$ cat src/rtl/vvp_bitserial_acc_if.sv
// Handshake and configuration bundle for the bit-serial vector dot-product accumulator.
// The master side feeds bit-planes and consumes the result; the slave side is the accumulator.
interface vvp_bitserial_acc_if #(
  parameter int unsigned N    = 64,
  parameter int unsigned PMAX = 8,
  parameter int unsigned ACCW = $clog2(N + 1) + 2 * PMAX + 1
);
  localparam int unsigned CW = $clog2(PMAX + 1);

  logic            start;
  logic [CW-1:0]   cfg_wprec;
  logic [CW-1:0]   cfg_dprec;
  logic            cfg_wsigned;
  logic            cfg_dsigned;
  logic            busy;
  logic            in_valid;
  logic            in_ready;
  logic [N-1:0]    in_w;
  logic [N-1:0]    in_d;
  logic            out_valid;
  logic            out_ready;
  logic [ACCW-1:0] out_sum;

  modport master (
    output start, cfg_wprec, cfg_dprec, cfg_wsigned, cfg_dsigned,
    output in_valid, in_w, in_d, out_ready,
    input  busy, in_ready, out_valid, out_sum
  );

  modport slave (
    input  start, cfg_wprec, cfg_dprec, cfg_wsigned, cfg_dsigned,
    input  in_valid, in_w, in_d, out_ready,
    output busy, in_ready, out_valid, out_sum
  );
endinterface

$ cat src/rtl/vvp_bitserial_acc.sv
// Bit-serial multi-precision dot product: one weight/data bit-plane pair per cycle,
// popcount of the AND, signed shift-accumulate into a wrapping accumulator.
module vvp_bitserial_acc #(
  parameter int unsigned N    = 64,
  parameter int unsigned PMAX = 8,
  parameter int unsigned ACCW = $clog2(N + 1) + 2 * PMAX + 1,
  parameter int unsigned PIPE = 1
) (
  input logic               clk,
  input logic               rst_n,
  vvp_bitserial_acc_if.slave bus
);
  localparam int unsigned CW = $clog2(PMAX + 1);
  localparam int unsigned PW = $clog2(N + 1);
  localparam int unsigned SW = CW + 1;
  localparam logic [CW-1:0] One = CW'(1);

  typedef enum logic [1:0] {StIdle, StRun, StDrain, StDone} state_e;

  state_e          state_q;
  logic [CW-1:0]   wprec_q;
  logic [CW-1:0]   dprec_q;
  logic [CW-1:0]   i_q;
  logic [CW-1:0]   j_q;
  logic            wsigned_q;
  logic            dsigned_q;
  logic            busy_q;
  logic            in_ready_q;
  logic            out_valid_q;
  logic            term_vld_q;
  logic [ACCW-1:0] term_q;
  logic [ACCW-1:0] acc_q;
  logic [ACCW-1:0] out_sum_q;

  logic [PW-1:0]   pop;
  logic [SW-1:0]   shamt;
  logic            w_last;
  logic            d_last;
  logic            neg;
  logic            accept;
  logic            last_pair;
  logic [ACCW-1:0] mag;
  logic [ACCW-1:0] term;
  logic [ACCW-1:0] addend;
  logic [ACCW-1:0] acc_sum;

  // Zero precision means one plane; anything above PMAX saturates to PMAX.
  function automatic logic [CW-1:0] eff_prec(input logic [CW-1:0] p);
    if (p == '0) begin
      return One;
    end
    if (32'(p) > PMAX) begin
      return CW'(PMAX);
    end
    return p;
  endfunction

  always_comb begin
    pop = '0;
    for (int k = 0; k < int'(N); k++) begin
      pop = pop + PW'(bus.in_w[k] & bus.in_d[k]);
    end
    w_last    = (i_q == wprec_q - One);
    d_last    = (j_q == dprec_q - One);
    neg       = (wsigned_q & w_last) ^ (dsigned_q & d_last);
    shamt     = SW'(i_q) + SW'(j_q);
    mag       = ACCW'(pop) << shamt;
    term      = neg ? (ACCW'(0) - mag) : mag;
    accept    = in_ready_q & bus.in_valid;
    last_pair = w_last & d_last;
    // With the term register in place the accumulator lags the accepted pair by one cycle.
    if (PIPE != 0) begin
      addend = term_vld_q ? term_q : '0;
    end else begin
      addend = accept ? term : '0;
    end
    acc_sum = acc_q + addend;
  end

  always_ff @(posedge clk or negedge rst_n) begin
    if (!rst_n) begin
      state_q     <= StIdle;
      wprec_q     <= '0;
      dprec_q     <= '0;
      i_q         <= '0;
      j_q         <= '0;
      wsigned_q   <= 1'b0;
      dsigned_q   <= 1'b0;
      busy_q      <= 1'b0;
      in_ready_q  <= 1'b0;
      out_valid_q <= 1'b0;
      term_vld_q  <= 1'b0;
      term_q      <= '0;
      acc_q       <= '0;
      out_sum_q   <= '0;
    end else begin
      term_vld_q <= accept;
      if (accept) begin
        term_q <= term;
      end
      acc_q <= acc_sum;

      unique case (state_q)
        StIdle: begin
          if (bus.start) begin
            wprec_q    <= eff_prec(bus.cfg_wprec);
            dprec_q    <= eff_prec(bus.cfg_dprec);
            wsigned_q  <= bus.cfg_wsigned;
            dsigned_q  <= bus.cfg_dsigned;
            acc_q      <= '0;
            i_q        <= '0;
            j_q        <= '0;
            term_vld_q <= 1'b0;
            busy_q     <= 1'b1;
            in_ready_q <= 1'b1;
            state_q    <= StRun;
          end
        end

        StRun: begin
          if (accept) begin
            if (d_last) begin
              j_q <= '0;
              i_q <= w_last ? '0 : i_q + One;
            end else begin
              j_q <= j_q + One;
            end
            if (last_pair) begin
              in_ready_q <= 1'b0;
              if (PIPE != 0) begin
                state_q <= StDrain;
              end else begin
                out_sum_q   <= acc_sum;
                out_valid_q <= 1'b1;
                state_q     <= StDone;
              end
            end
          end
        end

        StDrain: begin
          out_sum_q   <= acc_sum;
          out_valid_q <= 1'b1;
          state_q     <= StDone;
        end

        StDone: begin
          if (bus.out_ready) begin
            out_valid_q <= 1'b0;
            busy_q      <= 1'b0;
            state_q     <= StIdle;
          end
        end

        default: state_q <= StIdle;
      endcase
    end
  end

  assign bus.busy      = busy_q;
  assign bus.in_ready  = in_ready_q;
  assign bus.out_valid = out_valid_q;
  assign bus.out_sum   = out_sum_q;
endmodule

$ cat src/flat_wrapper.sv
// flat-port wrapper written by rule: the top's interface ports become plain ports
module vvp_bitserial_acc_flat 
#(
  parameter int unsigned N    = 64,
  parameter int unsigned PMAX = 8,
  parameter int unsigned ACCW = $clog2(N + 1) + 2 * PMAX + 1,
  parameter int unsigned PIPE = 1
)
  (clk, rst_n, bus_start, bus_cfg_wprec, bus_cfg_dprec, bus_cfg_wsigned, bus_cfg_dsigned, bus_in_valid, bus_in_w, bus_in_d, bus_out_ready, bus_busy, bus_in_ready, bus_out_valid, bus_out_sum);
  vvp_bitserial_acc_if #(.N(N), .PMAX(PMAX), .ACCW(ACCW)) bus_i ();
  input logic clk;
  input logic rst_n;
  input wire logic [$bits(bus_i.start)-1:0] bus_start;
  input wire logic [$bits(bus_i.cfg_wprec)-1:0] bus_cfg_wprec;
  input wire logic [$bits(bus_i.cfg_dprec)-1:0] bus_cfg_dprec;
  input wire logic [$bits(bus_i.cfg_wsigned)-1:0] bus_cfg_wsigned;
  input wire logic [$bits(bus_i.cfg_dsigned)-1:0] bus_cfg_dsigned;
  input wire logic [$bits(bus_i.in_valid)-1:0] bus_in_valid;
  input wire logic [$bits(bus_i.in_w)-1:0] bus_in_w;
  input wire logic [$bits(bus_i.in_d)-1:0] bus_in_d;
  input wire logic [$bits(bus_i.out_ready)-1:0] bus_out_ready;
  output wire logic [$bits(bus_i.busy)-1:0] bus_busy;
  output wire logic [$bits(bus_i.in_ready)-1:0] bus_in_ready;
  output wire logic [$bits(bus_i.out_valid)-1:0] bus_out_valid;
  output wire logic [$bits(bus_i.out_sum)-1:0] bus_out_sum;
  assign bus_i.start = bus_start;
  assign bus_i.cfg_wprec = bus_cfg_wprec;
  assign bus_i.cfg_dprec = bus_cfg_dprec;
  assign bus_i.cfg_wsigned = bus_cfg_wsigned;
  assign bus_i.cfg_dsigned = bus_cfg_dsigned;
  assign bus_i.in_valid = bus_in_valid;
  assign bus_i.in_w = bus_in_w;
  assign bus_i.in_d = bus_in_d;
  assign bus_i.out_ready = bus_out_ready;
  assign bus_busy = bus_i.busy;
  assign bus_in_ready = bus_i.in_ready;
  assign bus_out_valid = bus_i.out_valid;
  assign bus_out_sum = bus_i.out_sum;
  vvp_bitserial_acc #(.N(N), .PMAX(PMAX), .ACCW(ACCW), .PIPE(PIPE)) u_core (.clk(clk), .rst_n(rst_n), .bus(bus_i));
endmodule
$ cat config.mk
export PLATFORM = sky130hd
export DESIGN_NAME = vvp_bitserial_acc_flat
export DESIGN_NICKNAME = d
export VERILOG_FILES = /design/src/rtl/vvp_bitserial_acc_if.sv /design/src/rtl/vvp_bitserial_acc.sv /design/src/flat_wrapper.sv
export SDC_FILE = /design/constraint.sdc
export NUM_CORES = 1
export LEC_CHECK = 0
export ABC_AREA = 0
export CAP_MARGIN = 20
export CORE_UTILIZATION = 40
export DETAILED_ROUTE_END_ITERATION = 12
export HOLD_SLACK_MARGIN = 0.06
export PLACE_DENSITY = 0.74
export SYNTH_ARGS = -nofsm -noshare
export SYNTH_HDL_FRONTEND = slang
export SYNTH_SLANG_ARGS = --single-unit
$ cat constraint.sdc
create_clock -name clk -period 4 [get_ports clk]
set_input_delay 1 -clock clk [delete_from_list [all_inputs] [get_ports clk]]
set_output_delay 1 -clock clk [all_outputs]
set_load 0.1 [all_outputs]
==> run metrics, run 1 <==
mapped cell area=8506 um2; Fmax=123.4 MHz; result of the run=finished with violations; Final Critical Period=~8.1 ns; Synth Register Bits=96; Post-DRT Antenna Nets=0; Hold Crit Depth=2; Top FF cell, synth=dfrtp_1; drt first-iter violations=between 300 and 400; Die H=around 150 um; synth top area cells=dfrtp_1 (28%), fa_1 (13%), ha_1 (7.5%); Min-Delay Path Class=flip-flop to flip-flop; Worst Setup Start Kind=primary input; Post-Synth Adder-Cell Area=20.68%; EDFF count, synth=0; Fin. Hold Viols=0; failing checks=setup timing; routed vias/inst=5.185; Synth-to-Final Area Change=45.37%; final worst-path cycle share=202.6%; CTS tree=done; vias post-DR=approximately 7.7k; top cells by count, synth=nand2_1 (110), dfrtp_1 (96), inv_1 (87); initial antenna violation count=0; Required @ worst endpoint=~4.2 ns; first-pass GRT wire length=about 37000 um; largest net degree at the start of global routing=between 50 and 60; # clock sinks=96; Slew headroom=33.60%; Post-Route WL=about 22000 um; Setup Skew=between 0.01 and 0.015 ns; DRT Pass-1 Iters=5; Worst R2R Setup Slack=roughly 0.11 ns; Post-Synth Simple-Gate Area=about a fifth; most frequent cell after synthesis=nand2_1; vias in the first global route=approximately 8.0k; clock slew at reported path FFs=roughly 0.060 ns; gr ovfl total=0; placed insts=1448; crit path kind=primary input to flip-flop; CP Max Fanout=5; largest family of logic cells by synthesized area=adder cells; ANT cells=0; # H-tree levels=3; Initial Util=approximately two fifths; setup ws final=-4.105 ns; max-cap check violation count=0; share of the synthesized area in the top cell type=between 20% and 30%; Worst-Margin Slew=~0.99 ns; Slew Limit Fails=0; Clock Tree Buf Depth=2; Buffers on Ports=169; Worst R2R Path Depth=13; Post-Layout Cell Count=around 1.5k; Seq/Total Area, Yosys=between 20 and 30%; Clk Latency, worst-skew pair=between 0.3 and 0.4 ns; # IOs=170; Hold-fix buffers, CTS=0; cell chosen for the clock root=clkbuf_16; Gate Count Post-Synth=about 950; XOR/XNOR Fraction of Synth Area=a little over 6%; Hold Path End=u_core.term_q[0]; syn_nets=roughly 1.2k; post-synthesis mux area share=3.633%; min-delay src=u_core.term_q[0]; fin nets=around 1.5k; WL/cell=roughly 15 um; Die ar.=~22000 um2; Critical R2R Capture=u_core.term_q[16]; WP data arrival=between 8 and 9 ns; Unique masters post-synth=a little under 80; Synth Area in Compound Gates=approximately 17%; r2r startpoint=u_core.j_q[0]; Yosys warnings=0; Finish-stage setup viols=24; dpl hpwl=between 15000 and 20000 um; GPL Wtd Cong=0.9038; area leader, netlist=dfrtp_1; die width=roughly 150 um; unrepaired setup endpoints after global routing=true; Worst setup EP type=flip-flop; Synth Area per Inst=between 8 and 9 um2; cts bufs inserted=9; layout cells sized above 1=about a quarter; gr usage total=roughly a fifth; Core ar.=20560 um2; site row count=52; # DRC=0; share of flip-flops with an asynchronous set or reset=100.0%
==> worst max-delay path, stage by stage <==
cell      delay (ns)
buf_6           0.09
and2_4          0.15
fa_1            0.54
inv_2           0.04
fa_1            0.54
inv_2           0.04
fa_2            0.36
fa_1            0.51
fa_1            0.55
fa_1            0.51
fa_1            0.51
inv_2           0.04
fa_1            0.59
inv_2           0.06
ha_4            0.25
a211oi_4        0.36
or4b_1          0.19
o311ai_2        0.14
a21boi_2        0.21
a221o_1         0.36
o311ai_4        0.33
nand3_4         0.12
or4_1           0.47
and4_1          0.19
o41ai_2         0.19
==> routing by layer <==
metal	wire [um]	global-route usage, %
met1	9186	24.38
met2	11830	39.67
met3	886	2.654
met4	520	5.722
met5	0	0
==> worst max-delay path by stage <==
stage                      start  slack (ns)                 to
floorplan           bus_in_w[33]       -4.10  u_core.term_q[15]
global route         bus_in_d[1]       -4.32  u_core.term_q[15]
finish               bus_in_d[1]       -4.11  u_core.term_q[15]
detailed placement  bus_in_d[37]       -4.88  u_core.term_q[15]
global placement    bus_in_w[43]       -4.77  u_core.term_q[23]
CTS                 bus_in_w[42]       -4.03  u_core.term_q[15]
==> sequential cells by signal (all words and copies together), names as in the netlist <==
name,count
u_core.acc_q,24
u_core.bus.out_sum,24
u_core.term_q,24
u_core.dprec_q,4
u_core.i_q,4
u_core.j_q,4
u_core.wprec_q,4
u_core.state_q,2
u_core.bus.busy,1
u_core.bus.in_ready,1
u_core.bus.out_valid,1
u_core.dsigned_q,1
u_core.term_vld_q,1
u_core.wsigned_q,1
==> repair_timing <==
| action | CTS | global route |
|---|---|---|
| setup buffers | 14 | 16 |
| resized for setup | 241 | 101 |
| endpoints found under the setup margin | 24 | 25 |
| pin swaps | 77 | 75 |
| gates cloned | 0 | 0 |
==> cell usage in the layout, fill, tap and decap left out, types with 12 or more instances in the layout <==
cell type | netlist | layout
dlygate4sd2_1 | 0 | 12
clkdlybuf4s50_1 | 0 | 102
nor3_1 | 21 | 18
o21ai_1 | 8 | 19
clkdlybuf4s15_1 | 0 | 15
xnor2_1 | 42 | 40
a21oi_1 | 42 | 38
buf_2 | 2 | 22
xor2_1 | 16 | 16
o21ai_0 | 52 | 33
a21o_1 | 13 | 13
buf_6 | 2 | 27
and2_1 | 65 | 54
dfrtp_1 | 96 | 95
nor2_1 | 76 | 69
mux2i_1 | 23 | 21
fa_1 | 56 | 48
inv_2 | 0 | 14
inv_1 | 87 | 71
ha_1 | 51 | 47
nand2_1 | 110 | 97
buf_4 | 1 | 93
==> through the flow <==
stage | util (%) | cell area (um2) | hold slack (ns) | setup WS, ns | setup TNS (ns)
after floorplan | - | 8706 | 0.4402 | -4.097 | -84.66
after global placement | 54.80 | 11270 | 0.4535 | -4.773 | -107.21
after detailed placement | 54.80 | 11270 | 0.4639 | -4.882 | -108.79
after CTS | 58.05 | 11930 | 0.4829 | -4.030 | -88.91
after global routing | 60.14 | 12360 | 0.5118 | -4.316 | -95.20
final | 60.14 | 12360 | 0.4778 | -4.105 | -90.35
==> logic make-up (layout without fill, tap and decap cells) <==
family | count (synthesis) | in the layout
compound gates | 211 | 211
xor+xnor | 59 | 59
fa+ha+maj | 107 | 107
buf+inv | 117 | 387
flops | 96 | 96
mux | 30 | 30
simple gates | 329 | 329
==> area by class of cell <==
class                      instances  area, um2
clock inverter                     5      103.9
fill                            1759       8195
sequential                        96       2404
clock buffer                      11      242.7
tap                              270      337.8
timing repair buffer             283       2459
multi-input combinational        736       6482
inverter                          88      335.3
Power of run 1 is not shown: default switching activity piles up to over one toggle a cycle in this logic, so the estimate is an artifact.
==> run 2, diff against run 1 <==
CTS_CLUSTER_DIAMETER = 80   (was not set)
==> results of run 2 <==
The final DEF is identical to that of run 1; final timing and power are the same.
Power of run 2 is left out for the same reason.
==> run 3, diff against run 2 <==
CORE_UTILIZATION = 25   (was 40)
PLACE_DENSITY = 0.55   (was 0.74)
clock period = 7.45 ns   (was 4 ns; I/O delays follow)
==> run metrics, run 3 (synthesized netlist as in run 1, its figures left out) <==
# IOs=between 150 and 200; Initial Util=between 20 and 30%; WL/cell=13.64 um; fin nets=~1.4k; largest net degree at the start of global routing=roughly 60; unrepaired setup endpoints after global routing=true; Min-Delay Path Class=flip-flop to flip-flop; # H-tree levels=3; Clock Tree Buf Depth=2; Slew Limit Fails=0; CTS tree=done; routed vias/inst=between 4 and 5; Required @ worst endpoint=roughly 7.7 ns; CP peak stage delay=0.56 ns; Buffers on Ports=around 170; site row count=67; Core ar.=roughly 34000 um2; leading cell type in the layout, fill and taps excluded=clkdlybuf4s50_1; first-pass GRT wire length=37700 um; CP Max Fanout=5; drt first-iter violations=326; clock slew at reported path FFs=0.07 ns; failing checks=setup timing; # clock sinks=96; Finish-stage setup viols=23; Worst Path Buf+Inv=8; initial antenna violation count=0; cts bufs inserted=9; Worst setup EP type=flip-flop; Slew headroom=about a third; gr usage total=a little over an eighth; Setup Skew=~0.0094 ns; Worst Setup Start Kind=primary input; cell chosen for the clock root=clkbuf_16; placed inst area=11400 um2; vias post-DR=roughly 7.4k; result of the run=finished with violations; Die ar.=approximately 35000 um2; Critical-path top delay cell=fa_2; Post-Route WL=22420 um; WP data arrival=9.14 ns; final worst-path cycle share=119.9%; crit path kind=primary input to flip-flop; Worst-Margin Slew=0.9677 ns; ANT cells=0; delay-heaviest family, CP=adder cells; Clk Latency, worst-skew pair=0.34 ns; most used cell, CP=fa_2; Synth-to-Final Area Change=42.48%; Post-DRT Antenna Nets=0; DRT Pass-1 Iters=5; max-cap check violation count=0; gr ovfl total=0; vias in the first global route=slightly below 8k; GPL Wtd Cong=about 0.83; # DRC=0; setup ws final=-1.485 ns; Fin. Hold Viols=0; cell area after layout=12120 um2; Final Critical Period=8.935 ns; die width=~190 um; dpl hpwl=between 15000 and 20000 um; layout cells sized above 1=between 20 and 25%; Fmax=between 100 and 150 MHz; Die H=around 190 um; Hold-fix buffers, CTS=0; most frequent cells in the layout=clkdlybuf4s50_1 (102), nand2_1 (101), dfrtp_1 (96)
run 3: changes by cell type in the layout (fill, tap and decap cells not counted), sizes merged:
cell         change
clkbuf           +4
clkinv           -1
bufinv           -2
clkinvlp         +1
dlygate4sd2      +6
buf             -31
run 3: per-stage QoR:
| stage | TNS (ns) | instances | hold slack, ns | worst slack [ns] | utilization, % |
|---|---|---|---|---|---|
| floorplan | -23.42 | 949 | 0.4402 | -1.512 | - |
| global placement | -45.50 | 1618 | 0.4540 | -2.259 | 33.99 |
| detailed placement | -47.30 | 1618 | 0.4652 | -2.362 | 33.99 |
| CTS | -27.10 | 1640 | 0.4813 | -1.461 | 35.75 |
| global route | -33.39 | 1644 | 0.4949 | -1.746 | 36.14 |
| finish | -27.77 | 1644 | 0.4719 | -1.485 | 36.14 |
run 3: what timing repair did:
action                                  4_1_cts  5_1_grt
resized for setup                           224       51
pin swaps                                    82       48
endpoints found under the setup margin       23       23
setup buffers                                 7        4
run 3: worst paths after layout:
check,startpoint,endpoint,slack (ns),cells past startpoint
worst min register to register,u_core.term_q[9],u_core.term_q[9],0.47,2
worst max-delay path,bus_in_d[42],u_core.term_q[20],-1.48,28
worst max register to register,u_core.j_q[0],u_core.term_q[15],3.01,11
max in group asynchronous,rst_n,u_core.term_q[20],4.84,2
worst min-delay path,u_core.term_q[9],u_core.term_q[9],0.47,2
min in group asynchronous,rst_n,u_core.state_q[0],1.49,1
run 3: final cells by class:
type | instances | area (um2)
Clock buffer | 12 | 246.5
Clock inverter | 3 | 42.54
Fill cell | 3419 | 21410
Inverter | 88 | 330.3
Multi-Input combinational cell | 736 | 6265
Sequential cell | 96 | 2402
Tap cell | 448 | 560.5
Timing Repair Buffer | 261 | 2272
run 3: routing by layer:
metal | routed length (um) | vias to the layer above | share of wire [%] | GRT usage (%)
li1 | - | 3739 | - | -
met2 | 11150 | 211 | 50 | 23.78
met3 | 1132 | 14 | 5.0 | 2.182
met1 | 9875 | 3462 | 44 | 16.22
met5 | 0 | - | 0 | 0
met4 | 264 | 0 | 1.2 | 2.995
run 3: worst min-delay path, stage by stage, from the launching register on:
cell     delay [ns]
dfrtp_1        0.34
nand2_1        0.04
o21ai_0        0.06
Power of run 3 is left out for the same reason.
